<file path="src/rtl/npu_tile_sequencer.sv">
`default_nettype none
// ============================================================================
// Module   : npu_tile_sequencer
// Purpose  : Instruction-driven control sequencer for one NPU tile. Queues
//            instructions in a small FIFO and, per instruction, loads weight
//            rows into the PE array, runs compute, stores results, or waits
//            on a DMA transfer with a timeout.
// Ports    : clk, rst               - clock, asynchronous active-high reset
//            start, enable          - begin a run / global advance enable
//            busy, done, irq_error  - status and one-cycle event pulses
//            err_code               - sticky error cause (1 illegal, 2 DMA)
//            inst_*                 - instruction push interface (valid/ready)
//            fifo_level             - number of queued instructions
//            pe_*                   - PE array controls
//            wbuf_*, abuf_*         - weight-buffer read / act-buffer write
//            dma_start, dma_done    - DMA handshake
// Revision : 1.0 - initial release
// ============================================================================
module npu_tile_sequencer #(
    parameter int PE_ROWS     = 16,
    parameter int INST_DEPTH  = 4,
    parameter int ADDR_W      = 18,
    parameter int CNT_W       = 16,
    parameter int DMA_TIMEOUT = 1024
) (
    input  logic                          clk,
    input  logic                          rst,
    input  logic                          start,
    input  logic                          enable,
    output logic                          busy,
    output logic                          done,
    output logic                          irq_error,
    output logic [1:0]                    err_code,
    input  logic                          inst_valid,
    output logic                          inst_ready,
    input  logic [3:0]                    inst_opcode,
    input  logic [ADDR_W-1:0]             inst_src,
    input  logic [ADDR_W-1:0]             inst_dst,
    input  logic [CNT_W-1:0]              inst_len,
    input  logic [7:0]                    inst_tiles,
    output logic [$clog2(INST_DEPTH):0]   fifo_level,
    output logic [PE_ROWS-1:0]            pe_load_weight,
    output logic                          pe_enable,
    output logic                          pe_clear_acc,
    output logic                          wbuf_rd_en,
    output logic [ADDR_W-1:0]             wbuf_addr,
    output logic                          abuf_wr_en,
    output logic [ADDR_W-1:0]             abuf_addr,
    output logic                          dma_start,
    input  logic                          dma_done
);

    localparam int c_PTR_W  = $clog2(INST_DEPTH);
    localparam int c_LVL_W  = c_PTR_W + 1;
    localparam int c_ROW_W  = (PE_ROWS > 1) ? $clog2(PE_ROWS) : 1;
    localparam int c_TMR_W  = $clog2(DMA_TIMEOUT + 1);
    localparam int c_INST_W = 4 + 2 * ADDR_W + CNT_W + 8;

    localparam logic [3:0] c_OP_NOP    = 4'd0;
    localparam logic [3:0] c_OP_MATMUL = 4'd1;
    localparam logic [3:0] c_OP_LOAD   = 4'd2;
    localparam logic [3:0] c_OP_SYNC   = 4'd3;

    typedef enum logic [3:0] {
        S_IDLE     = 4'd0,
        S_FETCH    = 4'd1,
        S_DECODE   = 4'd2,
        S_LOAD_W   = 4'd3,
        S_COMPUTE  = 4'd4,
        S_STORE    = 4'd5,
        S_DMA_WAIT = 4'd6,
        S_DONE     = 4'd7,
        S_ERROR    = 4'd8
    } state_t;

    state_t r_state;
    state_t w_state_next;

    // ------------------------------------------------------------------------
    // Instruction FIFO
    // ------------------------------------------------------------------------
    logic [c_INST_W-1:0] r_mem [INST_DEPTH];
    logic [c_PTR_W-1:0]  r_wr_ptr;
    logic [c_PTR_W-1:0]  r_rd_ptr;
    logic [c_LVL_W-1:0]  r_count;
    logic                w_full;
    logic                w_empty;
    logic                w_push;
    logic                w_pop;
    logic                w_flush;

    logic [3:0]          w_h_op;
    logic [ADDR_W-1:0]   w_h_src;
    logic [ADDR_W-1:0]   w_h_dst;
    logic [CNT_W-1:0]    w_h_len;
    logic [7:0]          w_h_tiles;

    assign w_full     = (r_count == c_LVL_W'(INST_DEPTH));
    assign w_empty    = (r_count == '0);
    assign w_push     = inst_valid && !w_full;
    assign w_pop      = enable && (r_state == S_FETCH) && !w_empty;
    // Queue is discarded on the transition into ERROR; ERROR only exits to
    // IDLE, so the state guard makes this a single-cycle event.
    assign w_flush    = (w_state_next == S_ERROR) && (r_state != S_ERROR);
    assign inst_ready = !w_full;
    assign fifo_level = r_count;

    assign {w_h_op, w_h_src, w_h_dst, w_h_len, w_h_tiles} = r_mem[r_rd_ptr];

    always_ff @(posedge clk) begin
        if (w_push && !w_flush) begin
            r_mem[r_wr_ptr] <= {inst_opcode, inst_src, inst_dst, inst_len, inst_tiles};
        end
    end

    always_ff @(posedge clk or posedge rst) begin
        if (rst) begin
            r_wr_ptr <= '0;
            r_rd_ptr <= '0;
            r_count  <= '0;
        end else if (w_flush) begin
            r_wr_ptr <= '0;
            r_rd_ptr <= '0;
            r_count  <= '0;
        end else begin
            if (w_push) r_wr_ptr <= r_wr_ptr + c_PTR_W'(1);
            if (w_pop)  r_rd_ptr <= r_rd_ptr + c_PTR_W'(1);
            case ({w_push, w_pop})
                2'b10:   r_count <= r_count + c_LVL_W'(1);
                2'b01:   r_count <= r_count - c_LVL_W'(1);
                default: r_count <= r_count;
            endcase
        end
    end

    // ------------------------------------------------------------------------
    // Instruction register and sequencing counters
    // ------------------------------------------------------------------------
    logic [3:0]         r_op;
    logic [ADDR_W-1:0]  r_src;
    logic [ADDR_W-1:0]  r_dst;
    logic [CNT_W-1:0]   r_len;
    logic [7:0]         r_tiles;
    logic [c_ROW_W-1:0] r_row;
    logic [7:0]         r_tile;
    logic [CNT_W-1:0]   r_cnt;
    logic [c_TMR_W-1:0] r_timer;
    logic [1:0]         r_err;

    logic               w_last_row;
    logic               w_last_cnt;
    logic               w_last_tile;
    logic               w_timeout;
    logic [7:0]         w_tiles_eff;
    logic [8:0]         w_tile_inc;

    assign w_last_row  = (r_row == c_ROW_W'(PE_ROWS - 1));
    assign w_last_cnt  = (r_cnt == (r_len - CNT_W'(1)));
    // A tile count of zero still runs one tile.
    assign w_tiles_eff = (r_tiles == 8'd0) ? 8'd1 : r_tiles;
    assign w_tile_inc  = {1'b0, r_tile} + 9'd1;
    assign w_last_tile = (w_tile_inc >= {1'b0, w_tiles_eff});
    assign w_timeout   = (r_timer == c_TMR_W'(DMA_TIMEOUT - 1));

    assign wbuf_addr = r_src + (ADDR_W'(r_tile) * ADDR_W'(PE_ROWS)) + ADDR_W'(r_row);
    assign abuf_addr = r_dst + ADDR_W'(r_tile);
    assign busy      = (r_state != S_IDLE);
    assign err_code  = r_err;

    always_ff @(posedge clk or posedge rst) begin
        if (rst) begin
            r_op    <= '0;
            r_src   <= '0;
            r_dst   <= '0;
            r_len   <= '0;
            r_tiles <= '0;
            r_row   <= '0;
            r_tile  <= '0;
            r_cnt   <= '0;
            r_timer <= '0;
            r_err   <= '0;
        end else begin
            if (w_pop) begin
                r_op    <= w_h_op;
                r_src   <= w_h_src;
                r_dst   <= w_h_dst;
                r_len   <= w_h_len;
                r_tiles <= w_h_tiles;
            end
            if (enable) begin
                case (r_state)
                    S_IDLE: begin
                        if (start) r_err <= 2'd0;
                    end
                    S_DECODE: begin
                        r_row   <= '0;
                        r_tile  <= '0;
                        r_cnt   <= '0;
                        r_timer <= '0;
                        if (w_state_next == S_ERROR) r_err <= 2'd1;
                    end
                    S_LOAD_W: begin
                        r_cnt <= '0;
                        if (w_last_row) r_row <= '0;
                        else            r_row <= r_row + c_ROW_W'(1);
                    end
                    S_COMPUTE: begin
                        r_cnt <= r_cnt + CNT_W'(1);
                    end
                    S_STORE: begin
                        r_tile <= r_tile + 8'd1;
                        r_row  <= '0;
                    end
                    S_DMA_WAIT: begin
                        r_timer <= r_timer + c_TMR_W'(1);
                        // dma_done on the final wait cycle counts as success.
                        if (!dma_done && w_timeout) r_err <= 2'd2;
                    end
                    default: begin
                    end
                endcase
            end
        end
    end

    // ------------------------------------------------------------------------
    // FSM
    // ------------------------------------------------------------------------
    always_ff @(posedge clk or posedge rst) begin
        if (rst) r_state <= S_IDLE;
        else     r_state <= w_state_next;
    end

    // Every advance and every strobe is qualified by enable so that a low
    // enable freezes the sequence with all datapath strobes quiet.
    always_comb begin
        w_state_next   = r_state;
        pe_load_weight = '0;
        pe_enable      = 1'b0;
        pe_clear_acc   = 1'b0;
        wbuf_rd_en     = 1'b0;
        abuf_wr_en     = 1'b0;
        dma_start      = 1'b0;
        done           = 1'b0;
        irq_error      = 1'b0;
        if (enable) begin
            case (r_state)
                S_IDLE: begin
                    if (start) w_state_next = S_FETCH;
                end
                S_FETCH: begin
                    if (!w_empty) w_state_next = S_DECODE;
                end
                S_DECODE: begin
                    case (r_op)
                        c_OP_NOP:    w_state_next = S_FETCH;
                        c_OP_MATMUL: begin
                            w_state_next = S_LOAD_W;
                            pe_clear_acc = 1'b1;
                        end
                        c_OP_LOAD:   w_state_next = S_DMA_WAIT;
                        c_OP_SYNC:   w_state_next = S_DONE;
                        default:     w_state_next = S_ERROR;
                    endcase
                end
                S_LOAD_W: begin
                    wbuf_rd_en     = 1'b1;
                    pe_load_weight = PE_ROWS'(1) << r_row;
                    if (w_last_row) begin
                        w_state_next = (r_len == '0) ? S_STORE : S_COMPUTE;
                    end
                end
                S_COMPUTE: begin
                    pe_enable = 1'b1;
                    if (w_last_cnt) w_state_next = S_STORE;
                end
                S_STORE: begin
                    abuf_wr_en = 1'b1;
                    if (w_last_tile) begin
                        w_state_next = S_FETCH;
                    end else begin
                        w_state_next = S_LOAD_W;
                        pe_clear_acc = 1'b1;
                    end
                end
                S_DMA_WAIT: begin
                    // Timer is zero only on the first DMA_WAIT cycle.
                    dma_start = (r_timer == '0);
                    if (dma_done)       w_state_next = S_FETCH;
                    else if (w_timeout) w_state_next = S_ERROR;
                end
                S_DONE: begin
                    done         = 1'b1;
                    w_state_next = S_IDLE;
                end
                S_ERROR: begin
                    irq_error    = 1'b1;
                    w_state_next = S_IDLE;
                end
                default: w_state_next = S_IDLE;
            endcase
        end
    end

endmodule
`default_nettype wire
</file>
<file path="config.mk">
export PLATFORM = sky130hd
export DESIGN_NAME = npu_tile_sequencer
export DESIGN_NICKNAME = d
export VERILOG_FILES = /design/src/rtl/npu_tile_sequencer.sv
export SDC_FILE = /design/constraint.sdc
export NUM_CORES = 1
export LEC_CHECK = 0
export BUFFER_PORTS_ARGS = -buffer_cell sky130_fd_sc_hd__buf_2
export CORE_ASPECT_RATIO = 1.4
export CORE_MARGIN = 4
export CORE_UTILIZATION = 52
export CTS_CLUSTER_SIZE = 8
export DETAILED_ROUTE_END_ITERATION = 6
export PLACE_DENSITY = 0.77
export SYNTH_ARGS = -nofsm -noshare
export SYNTH_HDL_FRONTEND = slang
export SYNTH_SLANG_ARGS = --single-unit
</file>
<file path="constraint.sdc">
create_clock -name clk -period 4.7 [get_ports clk]
set_clock_uncertainty 0.05 [all_clocks]
set_input_delay 0.705 -clock clk [delete_from_list [all_inputs] [get_ports clk]]
set_output_delay 0.705 -clock clk [all_outputs]
set_load 0.005 [all_outputs]
</file>
* Word level (Yosys, flattened, before mapping)
Memory sizes are Yosys's and may differ from the RTL's. A register that Yosys moved wholly into a read port is not among the register bits. Cells that the tools add are included.
Word-level totals: register bits after elaboration 52, RAM bits 256, input bits 70, output and inout port bits 66, word-level logic and storage cells 126, memories 1
Cells by class: add/subtract/negate cells 13, magnitude comparators 1, equality and inequality tests 22, shifts and indexed selects 1, muxes and demuxes 47, reduce and logical (&&, ||, !) cells 32
Memories:
- r_mem | words 4, bits a word 64, read ports 1, clocked after Yosys merged registers in 1, wr ports 1, RTL line 82 | logic [c_INST_W-1:0] r_mem [INST_DEPTH];
Operators by type and width (number):
- 16-bit two-way mux | 2
- 4-bit two-way mux | 8
- 16-bit case mux with 2 select lines | 1
- 4-bit case mux with 7 select lines | 1
- 11-bit case mux with 2 select lines | 1
- 18-bit by 12-bit adder with 18-bit output | 1
- 18-bit by 4-bit adder with 18-bit output | 1
- 18-bit by 8-bit adder with 18-bit output | 1
- 1-bit two-way mux | 18
- 16-bit by 1-bit adder with 16-bit output, second input constant | 1
- 16-bit == test | 1
- 4-bit by 2-bit == test with 1-bit output, second input constant | 4
- 4-bit by 3-bit == test with 1-bit output, second input constant | 4
- 16-bit logical NOT | 1
- 2-bit two-way mux | 8
- 4-bit case mux with 4 select lines | 1
- 8-bit case mux with 2 select lines | 1
- 1-bit by 4-bit left shift with 16-bit output, first input constant | 1
- 16-bit by 1-bit subtractor with 16-bit output, second input constant | 1
- 4-bit == test, second input constant | 3
- 2-bit nonzero test | 6
- 11-bit by 1-bit adder with 11-bit output, second input constant | 1
- 11-bit by 10-bit == test with 1-bit output, second input constant | 1
- 11-bit logical NOT | 1
- 29 further kinds | 47

* Longest topological paths before layout
word-level depth 12, depth in mapped cells 11, gate-level depth less buffers 11

* Least setup slack after synthesis
OpenSTA, ideal clock, no wires.
kind input-to-reg, start input port enable, end memory r_mem[0][0] (netlist bit), enable pin, setup time 0.429 ns, arrival time 2.773 ns, required time 4.221 ns, slack 1.448 ns, stages 5, buffers on the path 0, path through nand2b_1 o21bai_2 a21oi_1 nor2_1 and2_1
On the way: cells in the longest elaborated chain, start to end 7
RTL lines:
- start, declared | RTL line 29 | input logic enable,
- 4-bit two-way mux | RTL line 246 | if (enable) begin
- 4-bit == test | RTL line 104 | assign w_flush = (w_state_next == S_ERROR) && (r_state != S_ERROR);
- 1-bit logical AND | RTL line 104
- 1-bit logical NOT | RTL line 111 | if (w_push && !w_flush) begin
- 1-bit logical AND | RTL line 111
- 1-bit two-way mux | RTL line 111
- 1-bit two-way mux (not written as such) | RTL line 112 | r_mem[r_wr_ptr] <= {inst_opcode, inst_src, inst_dst, inst_len, inst_tiles};
- end, declared | RTL line 82
Every way passes these cells.

* Worst setup path in the final report
start register r_tile[1], end output port pe_clear_acc
On the way: cells in the longest elaborated chain, start to end 5
RTL lines:
- start, declared | RTL line 145 | logic [7:0] r_tile;
- start signal, assigned | RTL line 211 | r_tile <= r_tile + 8'd1;
- 8-bit by 1-bit adder with 9-bit output | RTL line 161 | assign w_tile_inc = {1'b0, r_tile} + 9'd1;
- 9-bit by 8-bit greater-or-equal comparator with 1-bit output | RTL line 162 | assign w_last_tile = (w_tile_inc >= {1'b0, w_tiles_eff});
- 1-bit two-way mux | RTL line 279 | if (w_last_tile) begin
- 1-bit case mux with 2 select lines | RTL line 247 | case (r_state)
- 1-bit two-way mux | RTL line 246
- end, declared | RTL line 44 | output logic pe_clear_acc,
Every way passes these cells.

==> summary.md <==
| Metric | Value |
|---|---|
| Status | finished clean |
| Kind of critical path | reg2out |
| Inserted Clock Buffers | 52 |
| Leakage dissipation | approximately 7.4 nW |
| Cell taking the most area after synthesis | edfxtp_1 |
| RD Place Congestion | between 0.8 and 0.9 |
| Total GRT Usage | 0.210 |
| RSZ-0062 raised after global routing | false |
| Wire per inst | approximately 21 microns |
| Global route overflow | 0 |
| Post-Synthesis Cells | ~1100 |
| First-pass GRT wire length | 56700 microns |
| Final instance area | 19200 sq um |
| Cell variety after synth | a little over 70 |
| #FFs+latches synth | around 370 |
| DP Area | 17700 sq um |
| Hold WS | about 0.27 ns |
| Slew margin rel. | 0.285 |
| Tmin final | just under 4 ns |
| IO Pins | 136 |
| CTS Hold Bufs | 0 |
| Final Cycle Share | 0.841 |
| CP max FO | 7 |
| Worst path arrival time | 3.20 ns |
| Worst Tran Pin Value | 1.07 ns |
| Layout cells sized above 1 | 0.245 |
| Reg area | 10600 sq um |
| Synth top cells by count | edfxtp_1, dfrtp_1, nand2_1 |
| Port bufs | between 100 and 150 |
| Clock-pin slew on the worst setup and hold paths | ~0.05 ns |
| PD cells | 607 nW/um^2 |
| Main synth FF type | edfxtp_1 |
| Die area | roughly 35000 sq um |
| Vert. Die Dim | 219 microns |
| Core occupancy in the finished layout | 0.616 |
| Number of max-cap violations | 0 |
| Nets | approximately 1400 |
| Post_cts resized | 0 |
| Register-to-register setup slack | around 1.8 ns |
| Setup TNS | 0 ns |
| Max Freq | approximately 250 MHz |
| Largest net degree at the start of global routing | 83 |
| Synth area leaders | edfxtp_1, dfrtp_1, mux4_2, ha_1, xnor2_1 |
| Avg Cell Area, Syn | about 15 sq um |
| Slack of the critical path | roughly 0.75 ns |
| Clock buffer depth | 3 |
| Worst EP required | 3.94 ns |
| Fill count | between 2000 and 2500 |
| DPL Wire Length | 22700 microns |
| Routed WL | 35400 microns |
| Via Count | 9848 |
| Layout Area Growth over Synthesis | 16.1% |
| Register area share after synthesis | 0.641 |
| CP startpoint kind | flop |
| Final hold vios | 0 |
| Sink Count | around 370 |
| H-tree depth | 2 |
| Setup WS pre-CTS | 1.28 ns |
| ANT nets after route | 0 |
| VDD IR max | 0.000425 V |
| Drt first-iter violations | 590 |
| Initial cell density of the core | 0.531 |
| Min-Delay Path Class | in2async |
| Row cnt | 76 |
| CTS tree | done |
| Pins Over Slew Limit | 0 |
| Area occupied by multi-input gates | around 5600 sq um |
| Initial antenna violation count | 5 |
| Syn nets | 1218 |
| Clk root buf | clkbuf_16 |
| Synth Cell Area | 16500 sq um |
| Final setup violating endpoints | 0 |
| Clock Latency Late Sink | 0.55 ns |
| CP endpoint kind | primary output |
| EDFF count, synth | 256 |
| Core box area | slightly above 30000 sq um |
| Vias per cell | 5.80 |
| Synth top area share | 0.466 |
| Detailed Routing Iterations Pass 1 | 6 |
| Count leader, synth | edfxtp_1 |
| Die span in x | 159 microns |
| Ys async rst share | 0.312 |
| Post-CTS Setup Bufs | 0 |
| Yosys warnings | 0 |
| DRC Markers | 0 |
| Vias in the first global route | 10350 |
through the flow:
stage	instances	power, mW
after CTS	1694	11.8
after floorplan	1102	7.20
after global routing	1698	12.3
final	1699	11.6
after detailed placement	1600	8.32
after global placement	1600	8.19
where the power goes:
group / internal [mW] / switching [mW]
sequential: 4.39 / 0.640
combinational: 1.56 / 1.65
clock: 2.11 / 1.29
total: 8.06 / 3.58
sequential cells by signal, indices dropped and copies added, names as in the netlist:
register / count
err_code: 2
r_timer: 11
r_op: 4
r_cnt: 16
r_row: 4
r_rd_ptr: 2
r_len: 16
r_tile: 8
r_src: 18
r_dst: 18
r_tiles: 8
r_mem: 256
r_wr_ptr: 2
r_state: 4
fifo_level: 3
per-layer routing:
| metal | vias to the layer above | routed length, microns | track usage |
|---|---|---|---|
| li1 | 4553 | - | - |
| met1 | 4976 | 13900 | 0.271 |
| met2 | 270 | 18800 | 0.362 |
| met3 | 49 | 1880 | 0.0381 |
| met4 | 0 | 760 | 0.0640 |
| met5 | - | 0 | 0 |
cells in the final DEF (no fill, tap or decap), types with 29 or more instances in the layout:
| cell type | synthesis | routed |
|---|---|---|
| nand2_1 | 70 | 70 |
| clkbuf_16 | 0 | 52 |
| mux4_2 | 64 | 64 |
| o21ai_0 | 42 | 42 |
| xnor2_1 | 41 | 41 |
| edfxtp_1 | 256 | 256 |
| nand3_1 | 29 | 29 |
| dfrtp_1 | 116 | 114 |
| ha_1 | 43 | 43 |
| a21oi_1 | 33 | 33 |
| buf_2 | 13 | 135 |
| inv_1 | 38 | 37 |
| clkbuf_1 | 21 | 39 |
| nor2_1 | 52 | 52 |
| mux2_2 | 30 | 30 |
final cells by class:
type / instances / share of cell area
repair buffers: 146 / 0.0415
multi-input cells: 652 / 0.293
well taps: 390 / 0.0255
diodes: 5 / 0.000653
clock buffers: 91 / 0.0755
flip-flops and latches: 372 / 0.553
inverters: 40 / 0.00796
clock inverters: 3 / 0.00287
path summary, 6_finish.rpt:
check                       startpoint           end  cells past startpoint
min in group clk           inst_len[7]  r_mem[1][15]                      1
max reg2reg                 r_state[1]  r_mem[0][30]                      6
max in group asynchronous          rst      r_dst[9]                      3
max                          r_tile[1]  pe_clear_acc                     11
min                                rst      r_len[8]                      2
min reg2reg                   r_dst[0]      r_dst[0]                      1
critical path, stage by stage (launching register included):
cell	delay (ns)
dfrtp_1	0.48
ha_1	0.29
nand3_1	0.13
xnor2_1	0.22
ha_1	0.27
nand4_1	0.13
o21ai_0	0.10
o221a_2	0.23
o21ai_0	0.16
o2111ai_1	0.23
a21oi_1	0.26
buf_2	0.15
kinds of logic (layout without fill, tap and decap cells):
| family | Yosys count | in the layout | share of synthesized area |
|---|---|---|---|
| AND/OR/NAND/NOR | 266 | 266 | 0.0844 |
| AO/OA/AOI/OAI | 155 | 155 | 0.0598 |
| adder cells (fa/ha/maj) | 46 | 46 | 0.0362 |
| buffers and inverters | 78 | 280 | 0.0187 |
| other | 0 | 5 | 0 |
| XOR/XNOR | 66 | 66 | 0.0350 |
| multiplexers | 119 | 119 | 0.124 |
| flip-flops | 372 | 372 | 0.641 |
Power figures use the tool's default switching activity.
